$ cat src/rtl/stream_mux_pkg.sv
// Shared constants and helpers for the round-robin stream multiplexer.
// Optional packet locking is enabled by defining STREAM_MUX_LOCK_EN.
package stream_mux_pkg;

    localparam int DEFAULT_WIDTH = 16;
    localparam int DEFAULT_N     = 4;

    // Width of a channel index; a single channel still needs one bit.
    function automatic int sel_width(input int n);
        return (n <= 1) ? 1 : $clog2(n);
    endfunction

    // Pointer successor that wraps at the channel count, not at 2^SEL_W.
    function automatic int next_ptr(input int g, input int n);
        return (g >= n - 1) ? 0 : g + 1;
    endfunction

endpackage

$ cat src/rtl/stream_mux_rr_arbiter.sv
// Combinational round-robin arbiter: first requester at or after ptr wins,
// scanning cyclically. While lock is set only lock_ch may be granted.
module rr_arbiter
    import stream_mux_pkg::*;
#(
    parameter int N     = DEFAULT_N,
    parameter int SEL_W = sel_width(N)
) (
    input  logic [N-1:0]     req,
    input  logic [SEL_W-1:0] ptr,
    input  logic             lock,
    input  logic [SEL_W-1:0] lock_ch,
    output logic [N-1:0]     grant,
    output logic [SEL_W-1:0] grant_idx
);

    // Cyclic priority scan starting at ptr, or a single-channel check when locked.
    always_comb begin
        int  idx;
        logic found;
        // NOTE: every output gets a default first so no path leaves it unassigned (no latch).
        grant     = '0;
        grant_idx = '0;
        found     = 1'b0;
        idx       = 0;
        if (lock) begin
            if (req[lock_ch]) begin
                grant[lock_ch] = 1'b1;
                grant_idx      = lock_ch;
            end
        end else begin
            for (int k = 0; k < N; k++) begin
                idx = int'(ptr) + k;
                if (idx >= N) idx = idx - N;
                if (!found && req[idx]) begin
                    grant[idx] = 1'b1;
                    grant_idx  = SEL_W'(idx);
                    found      = 1'b1;
                end
            end
        end
    end

endmodule

$ cat src/rtl/stream_mux_rr.sv
// N-channel valid/ready stream mux with round-robin arbitration and a
// registered output stage. Define STREAM_MUX_LOCK_EN to keep a channel
// granted from its first beat until its last beat (packet lock).
module stream_mux_rr
    import stream_mux_pkg::*;
#(
    parameter int WIDTH = DEFAULT_WIDTH,
    parameter int N     = DEFAULT_N,
    localparam int SEL_W = sel_width(N)
) (
    input  logic                 clk,
    input  logic                 rst_n,
    input  logic [N*WIDTH-1:0]   in_data,
    input  logic [N-1:0]         in_valid,
    input  logic [N-1:0]         in_last,
    output logic [N-1:0]         in_ready,
    output logic [WIDTH-1:0]     out_data,
    output logic                 out_valid,
    output logic                 out_last,
    output logic [SEL_W-1:0]     out_sel,
    input  logic                 out_ready
);

    logic [SEL_W-1:0] ptr;
    logic [N-1:0]     grant;
    logic [SEL_W-1:0] grant_idx;
    logic [WIDTH-1:0] sel_data;
    logic             load_en;
    logic             xfer;
    logic             lock;
    logic [SEL_W-1:0] lock_ch;

    // Output register can take a word when empty or being drained this cycle.
    assign load_en  = !out_valid || out_ready;
    assign in_ready = (rst_n && load_en) ? grant : '0;
    assign xfer     = |in_ready;

    rr_arbiter #(.N(N), .SEL_W(SEL_W)) u_arb (
        .req       (in_valid),
        .ptr       (ptr),
        .lock      (lock),
        .lock_ch   (lock_ch),
        .grant     (grant),
        .grant_idx (grant_idx)
    );

    // One-hot AND-OR selection of the granted channel's data word.
    always_comb begin
        sel_data = '0;
        for (int i = 0; i < N; i++) begin
            if (grant[i]) sel_data = sel_data | in_data[i*WIDTH +: WIDTH];
        end
    end

    // Output register and round-robin pointer.
    always_ff @(posedge clk) begin
        // NOTE: out_data is cleared on reset too, since the reset output word must read 0, not X.
        if (!rst_n) begin
            out_data  <= '0;
            out_valid <= 1'b0;
            out_last  <= 1'b0;
            out_sel   <= '0;
            ptr       <= '0;
        end else if (load_en) begin
            if (xfer) begin
                // NOTE: state uses non-blocking assignments so every register samples pre-edge values.
                out_data  <= sel_data;
                out_last  <= in_last[grant_idx];
                out_sel   <= grant_idx;
                out_valid <= 1'b1;
`ifdef STREAM_MUX_LOCK_EN
                if (in_last[grant_idx]) ptr <= SEL_W'(next_ptr(int'(grant_idx), N));
`else
                ptr <= SEL_W'(next_ptr(int'(grant_idx), N));
`endif
            end else begin
                out_valid <= 1'b0;
            end
        end
    end

`ifdef STREAM_MUX_LOCK_EN
    // Packet lock: set on a non-last beat, released by the locked channel's last beat.
    always_ff @(posedge clk) begin
        if (!rst_n) begin
            lock    <= 1'b0;
            lock_ch <= '0;
        end else if (xfer) begin
            if (in_last[grant_idx]) begin
                lock <= 1'b0;
            end else begin
                lock    <= 1'b1;
                lock_ch <= grant_idx;
            end
        end
    end
`else
    assign lock    = 1'b0;
    assign lock_ch = '0;
`endif

endmodule

$ cat config.mk
export PLATFORM = sky130hd
export DESIGN_NAME = stream_mux_rr
export DESIGN_NICKNAME = d
export VERILOG_FILES = /design/src/rtl/stream_mux_pkg.sv /design/src/rtl/stream_mux_rr_arbiter.sv /design/src/rtl/stream_mux_rr.sv
export SDC_FILE = /design/constraint.sdc
export NUM_CORES = 1
export LEC_CHECK = 0
export CORE_UTILIZATION = 63
export DETAILED_ROUTE_END_ITERATION = 12
export DONT_BUFFER_PORTS = 1
export PLACE_DENSITY = 0.78
export REMOVE_ABC_BUFFERS = 1
export SLEW_MARGIN = 20
export SYNTH_ARGS = -nofsm -noshare
export SYNTH_HDL_FRONTEND = slang
export SYNTH_SLANG_ARGS = --single-unit
$ cat constraint.sdc
create_clock -name clk -period 4.9 [get_ports clk]
set_input_delay 0.98 -clock clk [delete_from_list [all_inputs] [get_ports clk]]
set_output_delay 0.98 -clock clk [all_outputs]
set_load 0.05 [all_outputs]
==> impl_metrics.json <==
{
  "relSlewSlack": 0.363,
  "cts_inserted_buffers": 3,
  "status": "complete, no violations",
  "postCtsSetupBuffers": 0,
  "drive_above_1_share": 0.122,
  "synth_edf_count": 0,
  "grt-ovfl-total": 0,
  "viasPerCell": 7.75,
  "required_ns": 3.92,
  "synth.area.top_cells": "dfxtp_1 (26%), a221oi_1 (8.3%), a22o_1 (8.3%)",
  "ff2ff_path_depth": 12,
  "synth_top_cell_by_area": "dfxtp_1",
  "met2_usage": 0.488,
  "die_y_um": 53.8,
  "ys_seq_area_frac": 0.261,
  "crit_buf_inv": 1,
  "worstSetupEndpointType": "output pin",
  "cts.clk_slew.worst_paths_ns": 0.13,
  "wl_per_cell_um": 21.1,
  "holdBufCountCts": 0,
  "stdcell_count": 210,
  "cp.depth": 6,
  "post_cts_resized": 0,
  "die_area_um2": 2890,
  "fmax_ghz": 0.220,
  "timing_worst_slew_pin_value_ns": 0.953,
  "min_path_cells": 3,
  "fin_skew_ns": 0.00159,
  "vdd_drop_max_uv": 661,
  "netlist_area_um2": 1690,
  "fin_tns_setup_ns": 0,
  "gp_congestion": 0.893,
  "maxCapViolations": 0,
  "antenna_cells": 0,
  "pwr_density_cell_nw_per_um2": 862,
  "clk_latency_ns": 0.32,
  "synth_seq_cells": 22,
  "yosysWarnings": 0,
  "finalCriticalPeriod_ns": 4.54,
  "worst-path-max-fanout": 13,
  "cts_buffer_depth": 2,
  "finalSetupViolations": 0,
  "drt-initial-drc-count": 64,
  "dp_hpwl_mm": 3.23,
  "ys_top_cells_by_count": "dfxtp_1 (22), a221oi_1 (16), a22o_1 (16), o211ai_1 (16), o21ai_1 (15)",
  "rsz0062_at_grt": "false",
  "dp.cells": 206,
  "path_cells": "inv_1 -> ha_1 -> mux4_2 -> nor3b_1 -> a221o_1 -> and2_1",
  "grt_busiest_layer": "met2",
  "p_leak_nw": 0.579,
  "fin_nets": 260,
  "wl_mm": 4.44,
  "synth_area_per_cell_um2": 8.84,
  "pin_count": 99,
  "slowest_stage": "dfxtp_1",
  "antenna_found_initial": 0,
  "grt_pass1_vias": 1344,
  "h-tree-depth": 1,
  "vias": 1628,
  "row_count": 18,
  "core_um2": 2500,
  "worst_setup_path_start_kind": "register",
  "synth_ff_type": "dfxtp_1",
  "slowest_delay_ns": 0.59,
  "root_buffer": "clkbuf_4",
  "dr.pass1.iters": 4,
  "drc": 0,
  "final_area_um2": 1700,
  "final_hold_viol_count": 0,
  "synth.distinct_cells": 41,
  "antenna_left": 0,
  "synth_top_area_frac": 0.261,
  "hold_class": "reg -> reg",
  "grt_use_met3": 0.0621,
  "crit_family": "simple AND/OR/NAND/NOR gates",
  "cts.sink_count": 22,
  "grt_pass1_wl_mm": 6.19,
  "worstPathArrival_ns": 3.56,
  "syn2layout_area_growth_pct": 0.815,
  "finalCritPeriodShare": 0.927,
  "synth.most_common_cell": "dfxtp_1",
  "setup.worst_path.class": "reg -> out",
  "portBuffers": 0,
  "use_met1": 0.384,
  "placed_area_um2": 1670,
  "report.final.slew_viol_count": 0,
  "grt_start_max_net_pins": 26,
  "die_w_um": 53.8,
  "synth_cells": 191,
  "synthArstFlopShare": 0,
  "initial_core_util": 0.675,
  "cts_tree": "built",
  "grt_use_total": 0.297
}
[worst reg2reg max path: cells and delay by family, from the launching register on]
kind	cells	cell delay [ns]
buffers and inverters	4	0.88
AO/OA/AOI/OAI	5	1.84
AND/OR/NAND/NOR	2	0.34
adder cells (fa/ha/maj)	1	0.44
flip-flops	1	0.59
[logic make-up (layout without fill, tap and decap cells)]
group                      count (synthesis)  count (layout)  share of synthesized area
AOI/OAI and AO/OA                         95              95                      0.425
and+or+nand+nor                           31              31                      0.112
buffers and inverters                     29              18                     0.0823
DFF                                       22              22                      0.261
muxes                                      9               9                     0.0852
adders and majority gates                  4               4                     0.0297
xor gates and xnor gates                   1               1                    0.00519
[metrics by stage]
| stage | setup WS, ns | utilization | hold slack [ns] | total power [mW] |
|---|---|---|---|---|
| floorplan | 0.724 | - | 0.584 | 1.14 |
| global placement | 0.880 | 0.666 | 0.615 | 1.32 |
| CTS | 0.362 | 0.681 | 0.683 | 1.46 |
| detailed placement | 0.713 | 0.666 | 0.658 | 1.36 |
| finish | 0.359 | 0.681 | 0.703 | 1.47 |
| global route | 0.133 | 0.681 | 0.736 | 1.56 |
[path summary, 6_finish.rpt]
| check | from | end | slack (ns) |
|---|---|---|---|
| setup reg to reg | ptr[1] | out_sel[0] | 0.77 |
| hold reg to reg | register | register | 0.70 |
| setup / recovery | ptr[1] | in_ready[0] | 0.36 |
| hold / removal | register | register | 0.70 |
[flip-flops by register name, summed over array words and instances, names as in the netlist, named ones only]
name       flops
out_data      16
out_sel        2
out_valid      1
ptr            1
out_last       1
[per-layer routing]
layer	routed length [µm]	share of wire	up-vias
met5	0	0	-
met1	1900	0.43	766
met3	392	0.088	9
met4	65	0.015	0
met2	2070	0.47	100
li1	-	-	753
[cells in the final DEF (no fill, tap or decap), drive strengths merged, types with 5 or more instances in the layout]
| cell type | instances |
|---|---|
| o211ai | 16 |
| o21ai | 23 |
| nand2 | 9 |
| a21oi | 9 |
| a22o | 16 |
| dfxtp | 22 |
| inv | 7 |
| a221oi | 16 |
| buf | 7 |
| and2 | 5 |
[where the power goes]
group	internal [mW]	switching (mW)	leakage (nW)
sequential	0.245	0.239	0.182
clock	0.0455	0.0606	0.0210
combinational	0.351	0.526	0.376
total	0.641	0.826	0.579
[final cells by class]
cell class              instances  area [µm²]
multi-input cells             140        1110
fillers                       213         798
flip-flops and latches         22         440
repair buffers                  7        52.6
well taps                      30        37.5
clock buffers                   4        36.3
inverters                       7        26.3
No activity file was read; power rests on OpenSTA's default activity.
